$ cat config.mk
export PLATFORM = sky130hd
export DESIGN_NAME = rot_tile_buffer
export DESIGN_NICKNAME = d
export VERILOG_FILES = /design/src/rtl/rot_tile_buffer.sv
export SDC_FILE = /design/constraint.sdc
export NUM_CORES = 1
export LEC_CHECK = 0
export ABC_AREA = 1
export ABC_CLOCK_PERIOD_IN_PS = 2900
export CAP_MARGIN = 20
export CORE_ASPECT_RATIO = 1.75
export CORE_UTILIZATION = 58
export CTS_CLUSTER_SIZE = 28
export DETAILED_ROUTE_END_ITERATION = 10
export DONT_BUFFER_PORTS = 1
export GPL_TIMING_DRIVEN = 0
export PLACE_DENSITY_LB_ADDON = 0.05
export SYNTH_ARGS = -nofsm -noshare
export SYNTH_HDL_FRONTEND = slang
export SYNTH_SLANG_ARGS = --single-unit
$ cat constraint.sdc
create_clock -name I_HCLK -period 2.9 [get_ports I_HCLK]
set_input_delay 0.725 -clock I_HCLK [delete_from_list [all_inputs] [get_ports I_HCLK]]
set_output_delay 0.725 -clock I_HCLK [all_outputs]
set_load 0.01 [all_outputs]
$ cat src/rtl/rot_tile_buffer.sv
// -----------------------------------------------------------------------------
// rot_tile_buffer
//
// Collects a TILE x TILE block of pixels arriving in raster order, then emits
// the same block in raster order after rotating it clockwise by 0/90/180/270
// degrees. Rotation is selected by MODE and DIR, which are captured on the
// first pixel of every tile.
//
// Build option:
//   ROT_TILE_PINGPONG_EN  defined   -> two banks: the next tile loads while the
//                                      current one drains.
//                         undefined -> one bank: input stalls from FULL until
//                                      the cycle after the LAST output transfer.
//
// Ports:
//   I_HCLK            clock, everything on its rising edge
//   I_HRESET          asynchronous active-high reset
//   I_RTB_CLEAR       synchronous soft clear (wins over a simultaneous transfer)
//   I_RTB_MODE[1:0]   rotation 0/90/180/270 degrees
//   I_RTB_DIR         0 = clockwise, 1 = counter-clockwise
//   I_RTB_IN_VALID / O_RTB_IN_READY / I_RTB_IN_DATA       raster input stream
//   O_RTB_OUT_VALID / I_RTB_OUT_READY / O_RTB_OUT_DATA /
//   O_RTB_OUT_LAST                                        rotated output stream
//   O_RTB_TILE_DONE   one-cycle pulse after each LAST transfer
//   O_RTB_TILE_CNT    number of drained tiles, wraps at 16 bits
//   O_RTB_DBG_STATE   {bank1 state, bank0 state}; 0=EMPTY 1=LOAD 2=FULL 3=DRAIN
//
// Handshake: a beat moves on a rising edge where VALID and READY are both high.
// VALID never looks at READY; once VALID is up, DATA/LAST stay put until the
// beat moves. IN_READY may look at OUT_READY (two-bank build only).
// -----------------------------------------------------------------------------
module rot_tile_buffer #(
    parameter int TILE  = 4,
    parameter int PIX_W = 8
) (
    input  logic             I_HCLK,
    input  logic             I_HRESET,
    input  logic             I_RTB_CLEAR,
    input  logic [1:0]       I_RTB_MODE,
    input  logic             I_RTB_DIR,
    input  logic             I_RTB_IN_VALID,
    output logic             O_RTB_IN_READY,
    input  logic [PIX_W-1:0] I_RTB_IN_DATA,
    output logic             O_RTB_OUT_VALID,
    input  logic             I_RTB_OUT_READY,
    output logic [PIX_W-1:0] O_RTB_OUT_DATA,
    output logic             O_RTB_OUT_LAST,
    output logic             O_RTB_TILE_DONE,
    output logic [15:0]      O_RTB_TILE_CNT,
    output logic [3:0]       O_RTB_DBG_STATE
);

    localparam int LG = $clog2(TILE);
`ifdef ROT_TILE_PINGPONG_EN
    localparam bit PP = 1'b1;
    localparam int AW = 2 * LG + 1;
`else
    localparam bit PP = 1'b0;
    localparam int AW = 2 * LG;
`endif

    typedef enum logic [1:0] {
        EMPTY = 2'd0,
        LOAD  = 2'd1,
        FULL  = 2'd2,
        DRAIN = 2'd3
    } bank_st_t;

    typedef logic [2*LG-1:0] pos_t;

    // Bank 1 only ever leaves EMPTY in the two-bank build.
    bank_st_t         st    [2];
    logic [1:0]       e_lat [2];   // latched effective clockwise quarter turns

    logic [PIX_W-1:0] mem [0:(1<<AW)-1];

    logic             wr_bank;
    logic [LG-1:0]    wr_r, wr_c;
    logic             rd_bank;     // bank of the tile currently being fetched/output
    logic [LG-1:0]    rd_r, rd_c;  // next output coordinate to fetch
    logic             rd_busy;     // fetches remain for the current tile

    logic             out_valid, out_last, tile_done;
    logic [PIX_W-1:0] out_data;
    logic [15:0]      tile_cnt;

    logic             last_fire, wr_free, in_fire, wr_end;
    logic             nxt_bank, adv, f_start, f_go, fb, f_end;
    logic [LG-1:0]    fr, fc, sr, sc;
    logic [1:0]       fe, e_in;
    pos_t             w_pos, f_pos;
    logic [AW-1:0]    waddr, raddr;

    assign last_fire = out_valid & I_RTB_OUT_READY & out_last;

    // In the two-bank build the writer may re-enter a draining bank on the
    // very edge its LAST pixel leaves: that pixel already sits in the output
    // register, so the storage is free. This keeps continuous input unstalled.
    assign wr_free = (st[wr_bank] == EMPTY) || (st[wr_bank] == LOAD) ||
                     (PP && (st[wr_bank] == DRAIN) && last_fire && (rd_bank == wr_bank));
    assign O_RTB_IN_READY = ~I_HRESET & wr_free;
    assign in_fire        = I_RTB_IN_VALID & O_RTB_IN_READY;
    assign wr_end         = (&wr_r) & (&wr_c);
    assign w_pos          = {wr_r, wr_c};

    // Counter-clockwise by k quarter turns equals clockwise by (4-k) mod 4.
    assign e_in = I_RTB_DIR ? 2'(2'd0 - I_RTB_MODE) : I_RTB_MODE;

    // The output register takes a new pixel whenever it is empty or its
    // current pixel moves this cycle; a new tile starts only once the previous
    // tile's fetches are done and the next bank in load order is FULL.
    assign nxt_bank = PP ? ~rd_bank : 1'b0;
    assign adv      = ~out_valid | I_RTB_OUT_READY;
    assign f_start  = adv & ~rd_busy & (st[nxt_bank] == FULL);
    assign f_go     = (adv & rd_busy) | f_start;
    assign fb       = rd_busy ? rd_bank : nxt_bank;
    assign fr       = rd_busy ? rd_r : '0;
    assign fc       = rd_busy ? rd_c : '0;
    assign fe       = e_lat[fb];
    assign f_end    = (&fr) & (&fc);
    assign f_pos    = {fr, fc};

    // Output (r,c) -> source pixel. With power-of-two tiles TILE-1-x is ~x.
    always_comb begin
        sr = fr;
        sc = fc;
        case (fe)
            2'd1:    begin sr = ~fc; sc = fr;  end
            2'd2:    begin sr = ~fr; sc = ~fc; end
            2'd3:    begin sr = fc;  sc = ~fr; end
            default: begin sr = fr;  sc = fc;  end
        endcase
    end

`ifdef ROT_TILE_PINGPONG_EN
    assign waddr = {wr_bank, wr_r, wr_c};
    assign raddr = {fb, sr, sc};
`else
    assign waddr = {wr_r, wr_c};
    assign raddr = {sr, sc};
`endif

    // Pixel storage: no reset, contents are don't-care until written.
    always_ff @(posedge I_HCLK) begin
        if (in_fire && !I_RTB_CLEAR) begin
            mem[waddr] <= I_RTB_IN_DATA;
        end
    end

    always_ff @(posedge I_HCLK or posedge I_HRESET) begin
        if (I_HRESET) begin
            for (int b = 0; b < 2; b++) begin
                st[b]    <= EMPTY;
                e_lat[b] <= 2'd0;
            end
            wr_bank   <= 1'b0;
            wr_r      <= '0;
            wr_c      <= '0;
            rd_bank   <= PP;
            rd_r      <= '0;
            rd_c      <= '0;
            rd_busy   <= 1'b0;
            out_valid <= 1'b0;
            out_last  <= 1'b0;
            out_data  <= '0;
            tile_done <= 1'b0;
            tile_cnt  <= 16'd0;
        end else if (I_RTB_CLEAR) begin
            for (int b = 0; b < 2; b++) begin
                st[b]    <= EMPTY;
                e_lat[b] <= 2'd0;
            end
            wr_bank   <= 1'b0;
            wr_r      <= '0;
            wr_c      <= '0;
            rd_bank   <= PP;
            rd_r      <= '0;
            rd_c      <= '0;
            rd_busy   <= 1'b0;
            out_valid <= 1'b0;
            out_last  <= 1'b0;
            out_data  <= '0;
            tile_done <= 1'b0;
            tile_cnt  <= 16'd0;
        end else begin
            tile_done <= last_fire;
            if (last_fire) begin
                tile_cnt     <= tile_cnt + 16'd1;
                st[rd_bank]  <= EMPTY;
            end

            if (f_go) begin
                out_data     <= mem[raddr];
                out_valid    <= 1'b1;
                out_last     <= f_end;
                rd_bank      <= fb;
                {rd_r, rd_c} <= f_pos + pos_t'(1);
                rd_busy      <= ~f_end;
                if (f_start) begin
                    st[fb] <= DRAIN;
                end
            end else if (adv) begin
                out_valid <= 1'b0;
                out_last  <= 1'b0;
            end

            // Placed after the drain updates so a write into a bank whose
            // LAST leaves on the same edge lands it in LOAD, not EMPTY.
            if (in_fire) begin
                {wr_r, wr_c} <= w_pos + pos_t'(1);
                if (wr_end) begin
                    st[wr_bank] <= FULL;
                    wr_bank     <= PP ? ~wr_bank : 1'b0;
                end else if (st[wr_bank] != LOAD) begin
                    st[wr_bank]    <= LOAD;
                    e_lat[wr_bank] <= e_in;
                end
            end
        end
    end

    assign O_RTB_OUT_VALID = out_valid;
    assign O_RTB_OUT_DATA  = out_data;
    assign O_RTB_OUT_LAST  = out_last;
    assign O_RTB_TILE_DONE = tile_done;
    assign O_RTB_TILE_CNT  = tile_cnt;
    assign O_RTB_DBG_STATE = {st[1], st[0]};

endmodule

=== Word level (Yosys, flattened, before mapping) ===
Memory sizes are Yosys's and may differ from the RTL's.
Cells that the tools add are included.

* Register bits after elaboration: 46
* Bits in writable memories: 128
* Bits of input ports: 16
* Output and inout bits: 32
* Logic and storage cells: 141
* Memories: 1

{| class="wikitable"
|+ Memory list
! name !! depth !! bits a word !! read ports !! clocked after Yosys merged registers in !! wr ports !! RTL line !! text
|-
| mem || 16 || 8 || 1 || 0 || 1 || 75 || <nowiki>logic [PIX_W-1:0] mem [0:(1<<AW)-1];</nowiki>
|}

* $add $sub $neg: 4
* Magnitude comparators: 6
* Eq/ne operators: 7
* Mux-type cells: 59
* Bitwise logic cells: 29
* Reductions and logical operators: 19

{| class="wikitable"
|+ Operator list
! cell !! count
|-
| 4-bit 2-to-1 mux || 13
|-
| 2-bit 2-to-1 mux || 20
|-
| 16-bit 2-to-1 mux || 2
|-
| 16-bit by 1-bit adder with 16-bit output, second input constant || 1
|-
| 1-bit 2-to-1 mux || 16
|-
| 8-bit 2-to-1 mux || 2
|-
| 2-bit one-hot mux with 3 select lines || 2
|-
| 2-bit AND reduction || 5
|-
| 2-bit nonzero test || 5
|-
| 1-bit AND || 9
|-
| 4-bit by 1-bit adder with 4-bit output, second input constant || 2
|-
| 2-bit inverter || 4
|-
| 2-bit demux with 1-bit select || 3
|-
| 2-bit equality test, second input constant || 3
|-
| 2-bit greater-or-equal comparator, second input constant || 3
|-
| 2-bit by 1-bit less-than comparator with 1-bit output, second input constant || 3
|-
| 1-bit inverter with 2-bit output || 3
|-
| 2-bit AND || 2
|-
| 4-bit AND || 1
|-
| 4-bit bitwise mux || 1
|-
| 2-bit by 1-bit equality test with 1-bit output, second input constant || 2
|-
| 1-bit logical AND || 4
|-
| 1-bit inverter || 4
|-
| 4-bit inverter || 1
|-
| 11 further kinds || 13
|}

=== Logic depth before layout (Yosys ltp) ===
Gate-level depths: netlist (run 1).

* Depth in word-level cells: 18
* Mapped depth: 13
* Depth with buffers taken out: 12

=== Least setup slack after synthesis (run 1) ===
OpenSTA, ideal clock, no wires.

* Path kind: input-to-reg
* Start point: input I_HRESET
* End point: memory mem[11][0], enable pin
* Library setup time: 383 ps
* Arrival: 1,846 ps
* Data required time: 2,517 ps
* Slack: 671 ps
* Cell stages on the path: 5
* Buffers on the path: 0
* Path through: nor2_1 -> nand2_1 -> inv_1 -> nand2_1 -> nor3_1

* Word-level cells in the longest chain between the ends: 6

{| class="wikitable"
|+ Ends and longest elaborated chain
! element !! RTL line !! text
|-
| start: declaration || 37 || <nowiki>input logic I_HRESET,</nowiki>
|-
| 1-bit inverter || 101 || <nowiki>assign O_RTB_IN_READY = ~I_HRESET & wr_free;</nowiki>
|-
| 1-bit AND || 101 ||
|-
| 1-bit AND || 102 || <nowiki>assign in_fire = I_RTB_IN_VALID & O_RTB_IN_READY;</nowiki>
|-
| 1-bit logical AND || 145 || <nowiki>if (in_fire && !I_RTB_CLEAR) begin</nowiki>
|-
| 1-bit 2-to-1 mux || 145 ||
|-
| 1-bit 2-to-1 mux (not written as such) || 146 || <nowiki>mem[waddr] <= I_RTB_IN_DATA;</nowiki>
|-
| end: declaration || 75 ||
|}

No other way between the ends.

=== Final worst setup path (run 1) ===
* Start point: register st (netlist bit O_RTB_DBG_STATE[1])
* End point: memory mem[12][2], enable pin

* Word-level cells in the longest chain between the ends: 10
* Elaborated cells between the ends (all ways): 11
* Those cells by class: eq/ne: 1; mux: 5; bitwise: 2; reduce/logical: 3

{| class="wikitable"
|+ Ends and longest elaborated chain
! element !! RTL line !! text
|-
| start: declaration || 72 || <nowiki>bank_st_t st [2];</nowiki>
|-
| start signal: indexed assignment || 153 || <nowiki>st[b] <= EMPTY;</nowiki>
|-
| start signal: indexed assignment || 170 || <nowiki>st[b] <= EMPTY;</nowiki>
|-
| start signal: indexed assignment || 189 || <nowiki>st[rd_bank] <= EMPTY;</nowiki>
|-
| 2-bit 2-to-1 mux (not written as such) (*) (3 in series) || 99 || <nowiki>assign wr_free = (st[wr_bank] == EMPTY) || (st[wr_bank] == LOAD) ||</nowiki>
|-
| 2-bit by 1-bit equality test with 1-bit output / 2-bit logical NOT (equally long branches) || 99 ||
|-
| 1-bit logical OR (*) || 99 ||
|-
| 1-bit AND (*) || 101 ||
|-
| net O_RTB_IN_READY || 42 || <nowiki>output logic O_RTB_IN_READY,</nowiki>
|-
| 1-bit AND (*) || 102 ||
|-
| 1-bit logical AND (*) || 145 ||
|-
| 1-bit 2-to-1 mux (*) || 145 ||
|-
| 1-bit 2-to-1 mux (not written as such) (*) || 146 ||
|}

Mark *: on every way through the listed nets, which the timed path passes. The rest lies on a longest branch. The select of a mux whose other input is x is not followed.

==> impl_metrics.env, run 1 <==
export IMPL_outcome="finished clean"
export IMPL_synth_top_family_by_area="simple AND/OR/NAND/NOR gates"
export IMPL_nNetsFinal=732
export IMPL_multi_input_area_um2=2190
export IMPL_cts_hold_buffers=0
export IMPL_post_synth_top_area_fraction=0.514
export IMPL_maxSlewHeadroom=0.338
export IMPL_num_fill_cells=997
export IMPL_p_per_area_nw_per_um2=641
export IMPL_area_growth_pct=10.7
export IMPL_postCtsSetupBuffers=0
export IMPL_ys_seq_area_frac=0.658
export IMPL_dieArea_um2=13400
export IMPL_muxShareOfSynthArea=0
export IMPL_antenna_left=0
export IMPL_worstReg2RegStart="O_RTB_DBG_STATE[1]"
export IMPL_yosysMostFrequentCell="nand3_1"
export IMPL_cts_resized=0
export IMPL_tritoncts="yes"
export IMPL_hold_violations=0
export IMPL_min_period_ps=2500
export IMPL_postRouteWirelength_um=18700
export IMPL_yosys_warnings=0
export IMPL_die_w_um=87.8
export IMPL_worst_r2r_path_depth=5
export IMPL_start_util=0.598
export IMPL_rsz0062_at_grt="false"
export IMPL_cts_root_buf="clkbuf_16"
export IMPL_synthSimpleGateAreaFrac=0.238
export IMPL_synthTopCellsByArea="edfxtp_1 51%, dfrtp_1 14%, nand3_1 13%"
export IMPL_utilization=0.662
export IMPL_first_pass_iters=8
export IMPL_n_antenna_cell=0
export IMPL_synth_flop_cell="edfxtp_1"
export IMPL_syn_area_per_cell_um2=10.9
export IMPL_synth_xor_area_share=0.00820
export IMPL_synth_nets=709
export IMPL_r2r_end="mem[12][2]"
export IMPL_grt_pass1_wl_um=28100
export IMPL_startpoint_type="flip-flop"
export IMPL_ys_ff_latch=171
export IMPL_overflow=0
export IMPL_maxCapViolCount=0
export IMPL_wire_per_inst_um=20.9
export IMPL_clk_path_buf_depth=2
export IMPL_vdd_drop_max_v=0.000435
export IMPL_synth_top_area_cell="edfxtp_1"
export IMPL_post_place_ws_ps=154
export IMPL_syn_instance_count=687
export IMPL_hp_class="primary input to async pin"
export IMPL_max_freq_ghz=0.400
export IMPL_worst_ep_required_time_ps=2950
export IMPL_synth_common_cells="194 x nand3_1, 128 x edfxtp_1, 121 x nand2_1"
export IMPL_dpl_cell_area_um2=7710
export IMPL_setup_ws_ps=403
export IMPL_drtIter0Drc=537
export IMPL_post_route_period_util=0.861
export IMPL_post_route_drc_count=0
export IMPL_fp_row_count=54
export IMPL_fin_worst_skew_ps=5.09
export IMPL_clk_pin_slew_worst_paths_ps=60
export IMPL_path_class="flip-flop to flip-flop"
export IMPL_grt_usage=0.295
export IMPL_antenna_found_initial=0
export IMPL_viasPerCell=5.92
export IMPL_syn_area_um2=7470
export IMPL_synth_enable_flop_cells=128
export IMPL_hpwl_um=13300
export IMPL_rrSetupSlack_ps=400
export IMPL_fin_tns_setup_ps=0
export IMPL_h_tree_depth=4
export IMPL_drv_slew=0
export IMPL_portBuffers=0
export IMPL_vias=5273
export IMPL_worstPathMaxFanout=8
export IMPL_yosys_area_share_adder=0.0100
export IMPL_crit_path_end_kind="flip-flop"
export IMPL_gp_congestion=0.895
export IMPL_drive_gt1_frac=0.118
export IMPL_clkSinkCount=171
export IMPL_setup_viol_count_final=0
export IMPL_grt_max_degree=30
export IMPL_synth_compound_area_frac=0.0372
export IMPL_cellLeakagePower_nw=3.16
export IMPL_synth_cell_types=32
export IMPL_register_area_um2=4920
export IMPL_async_reset_ff_frac=0.251
export IMPL_ios=48
export IMPL_fp_dieH_um=152
export IMPL_core_um2=12500
export IMPL_cp_arrival_ps=2550
export IMPL_final_area_um2=8270
export IMPL_cts_buffers=17
export IMPL_grt_pass1_vias=5271
export IMPL_clock_latency_ps=420
export IMPL_tightest_slew_ps=990
## layout make-up
type	instances	share of cell area
flip-flops and latches	171	0.595
multi-input cells	442	0.265
clock buffers	19	0.0523
well taps	168	0.0254
plain buffers	31	0.0242
inverters	43	0.0195
clock inverters	13	0.0144
repair buffers	4	0.00424
## layout by cell type (no fill, tap or decap), types with 6 or more instances in the layout
master	count
nand3_1	194
edfxtp_1	128
nand2_1	121
dfrtp_1	43
nor2_1	39
inv_1	35
o21ai_0	23
a21oi_1	18
clkbuf_16	17
buf_2	16
buf_4	12
nor3_1	9
ha_1	6
## critical path, stage by stage, from the launching register on
cell and delay, ps:
dfrtp_1 440, nor2_1 270, nand2_1 190, nor2_1 300
nand2_1 280, nor2_1 650
## cell families after synthesis
family,count (synthesis)
XOR/XNOR,4
AND/OR/NAND/NOR,382
adder cells (fa/ha/maj),6
buffers and inverters,74
AO/OA/AOI/OAI,50
flip-flops,171
## layer usage
metal / up-vias / routed length (um) / share of wire / track usage
li1: 2470 / - / - / -
met1: 2550 / 6420 / 0.34 / 0.313
met2: 213 / 10600 / 0.57 / 0.551
met3: 40 / 1030 / 0.055 / 0.0645
met4: 0 / 626 / 0.034 / 0.108
met5: - / 0 / 0 / 0
## worst max path at each step
stage                                     to  cells past startpoint                from
after floorplan                   mem[11][0]                      5            I_HRESET
after global placement             mem[7][4]                      5            I_HRESET
after detailed placement          mem[12][4]                      5            I_HRESET
after CTS                         mem[12][2]                      5  O_RTB_DBG_STATE[1]
after global routing      O_RTB_DBG_STATE[1]                      7  O_RTB_DBG_STATE[1]
final                             mem[12][2]                      5  O_RTB_DBG_STATE[1]
## power breakdown
part	total (W)	internal (W)	switching [W]	leakage (nW)
clock network	0.00214	0.00119	0.000953	0.260
logic	0.000509	0.000156	0.000353	1.15
registers	0.00266	0.00265	0.0000105	1.75
## state kept, by name, indices dropped and copies added (netlist names)
register	count
O_RTB_TILE_DONE	1
rd_bank	1
rd_busy	1
wr_c	2
O_RTB_OUT_DATA	8
e_lat	2
O_RTB_TILE_CNT	16
O_RTB_DBG_STATE	4
O_RTB_OUT_VALID	1
mem	128
wr_r	2
rd_c	2
rd_r	2
O_RTB_OUT_LAST	1
## per-stage QoR
stage	total power, W	cells	hold WS [ps]
after global placement	0.00319	855	503
after detailed placement	0.00321	858	505
final	0.00531	891	155
after global routing	0.00544	891	174
after CTS	0.00530	890	155
after floorplan	0.00305	687	472
No activity file was read; power rests on OpenSTA's default activity.
==> inputs of run 2 (changes only) <==
Settings changed: CORE_UTILIZATION 58 to 55.
==> impl_metrics.env, run 2 (synthesis results as in run 1) <==
export IMPL_outcome="finished clean"
export IMPL_maxSlewHeadroom=0.315
export IMPL_cp_arrival_ps=2560
export IMPL_fp_row_count=56
export IMPL_pwr_share_clk=0.427
export IMPL_postCtsSetupBuffers=0
export IMPL_fin_tns_setup_ps=0
export IMPL_viasPerCell=5.90
export IMPL_p_per_area_nw_per_um2=662
export IMPL_worst_r2r_path_depth=5
export IMPL_fp_dieH_um=156
export IMPL_start_util=0.561
export IMPL_hold_violations=0
export IMPL_min_period_ps=2510
export IMPL_switching_share=0.244
export IMPL_grt_pass1_wl_um=29100
export IMPL_final_common_cell="nand3_1"
export IMPL_gp_congestion=0.904
export IMPL_clkSinkCount=171
export IMPL_largest_reg_flops=128
export IMPL_clk_pin_slew_worst_paths_ps=70
export IMPL_max_freq_ghz=0.398
export IMPL_area_growth_pct=11.6
export IMPL_n_antenna_cell=0
export IMPL_cts_buffers=17
export IMPL_regMostFlops="mem"
export IMPL_post_route_drc_count=0
export IMPL_seq_power_share=0.481
export IMPL_die_w_um=90.1
export IMPL_antenna_found_initial=0
export IMPL_portBuffers=0
export IMPL_drive_gt1_frac=0.118
export IMPL_num_fill_cells=1076
export IMPL_tightest_slew_ps=1020
export IMPL_overflow=0
export IMPL_postRouteWirelength_um=19100
export IMPL_core_um2=13300
export IMPL_crit_path_end_kind="flip-flop"
export IMPL_h_tree_depth=4
export IMPL_path_class="flip-flop to flip-flop"
export IMPL_multi_input_area_um2=2190
export IMPL_worstReg2RegStart="O_RTB_DBG_STATE[1]"
export IMPL_first_pass_iters=6
export IMPL_clk_path_buf_depth=2
export IMPL_clock_latency_ps=430
export IMPL_final_area_um2=8340
export IMPL_rsz0062_at_grt="false"
export IMPL_drv_slew=0
export IMPL_grt_pass1_vias=5468
export IMPL_r2r_end="mem[6][1]"
export IMPL_vdd_drop_max_v=0.000433
export IMPL_register_area_um2=4920
export IMPL_drtIter0Drc=480
export IMPL_grt_usage=0.283
export IMPL_hpwl_um=13500
export IMPL_cts_root_buf="clkbuf_16"
export IMPL_worstPathMaxFanout=8
export IMPL_setup_viol_count_final=0
export IMPL_cellLeakagePower_nw=3.18
export IMPL_dpl_cell_area_um2=7720
export IMPL_cts_resized=0
export IMPL_vias=5289
export IMPL_tritoncts="yes"
export IMPL_maxCapViolCount=0
export IMPL_p_int_w=0.00418
export IMPL_grt_max_degree=29
export IMPL_wire_per_inst_um=21.3
export IMPL_antenna_left=0
export IMPL_nNetsFinal=731
export IMPL_layout_common_cells="194 x nand3_1, 128 x edfxtp_1, 121 x nand2_1"
export IMPL_startpoint_type="flip-flop"
export IMPL_comb_power_share=0.092
export IMPL_worst_ep_required_time_ps=2950
export IMPL_ios=48
export IMPL_dieArea_um2=14100
export IMPL_rrSetupSlack_ps=390
export IMPL_power_total_w=0.00552
export IMPL_switchingPower_w=0.00134
export IMPL_cts_hold_buffers=0
export IMPL_hp_class="primary input to async pin"
export IMPL_post_route_period_util=0.866
export IMPL_fin_worst_skew_ps=8.07
run 2: cell count changes in the layout (fill, tap and decap cells not counted), sizes merged:
cell / change
clkinv: -3
inv: +2
bufinv: +2
buf: -2
run 2: per-stage QoR:
stage,worst slack (ps),hold WS [ps],instances,utilization
global route,288,167,896,0.626
finish,388,146,896,0.626
CTS,415,155,895,0.626
global placement,171,500,861,0.578
detailed placement,183,508,863,0.580
floorplan,671,472,687,-
run 2: worst max path at each step:
stage	startpoint	to	slack, ps
6_report	O_RTB_DBG_STATE[1]	mem[6][1]	390
5_1_grt	O_RTB_DBG_STATE[1]	mem[12][6]	290
4_1_cts	O_RTB_DBG_STATE[1]	mem[7][3]	420
3_5_place_dp	I_HRESET	mem[7][5]	180
3_3_place_gp	I_HRESET	mem[11][2]	170
2_1_floorplan	I_HRESET	mem[11][0]	670
run 2: final cells by class:
type | instances | area share
flip-flops and latches | 171 | 0.590
well taps | 174 | 0.0261
clock inverters | 14 | 0.0221
inverters | 43 | 0.0194
multi-input cells | 442 | 0.263
plain buffers | 31 | 0.0240
repair buffers | 3 | 0.00390
clock buffers | 18 | 0.0515
run 2: power groups by stage:
stage | sequential [W] | combinational (W) | clock [W]
3_3_place_gp | 0.00271 | 0.000482 | 0
2_1_floorplan | 0.00271 | 0.000343 | 0
6_report | 0.00266 | 0.000506 | 0.00236
3_5_place_dp | 0.00271 | 0.000497 | 0
4_1_cts | 0.00266 | 0.000499 | 0.00237
5_1_grt | 0.00266 | 0.000542 | 0.00247
run 2: critical path, cell delays in order, from the launching register on:
cell,delay (ps)
dfrtp_1,450
nor2_1,250
nand2_1,180
nor2_1,300
nand2_1,260
nor2_1,690
run 2: metal layers:
metal	global-route usage	vias to the layer above	part of all wire
met2	0.532	204	0.55
met1	0.294	2551	0.34
li1	-	2477	-
met3	0.0627	57	0.061
met5	0	-	0
met4	0.141	0	0.045
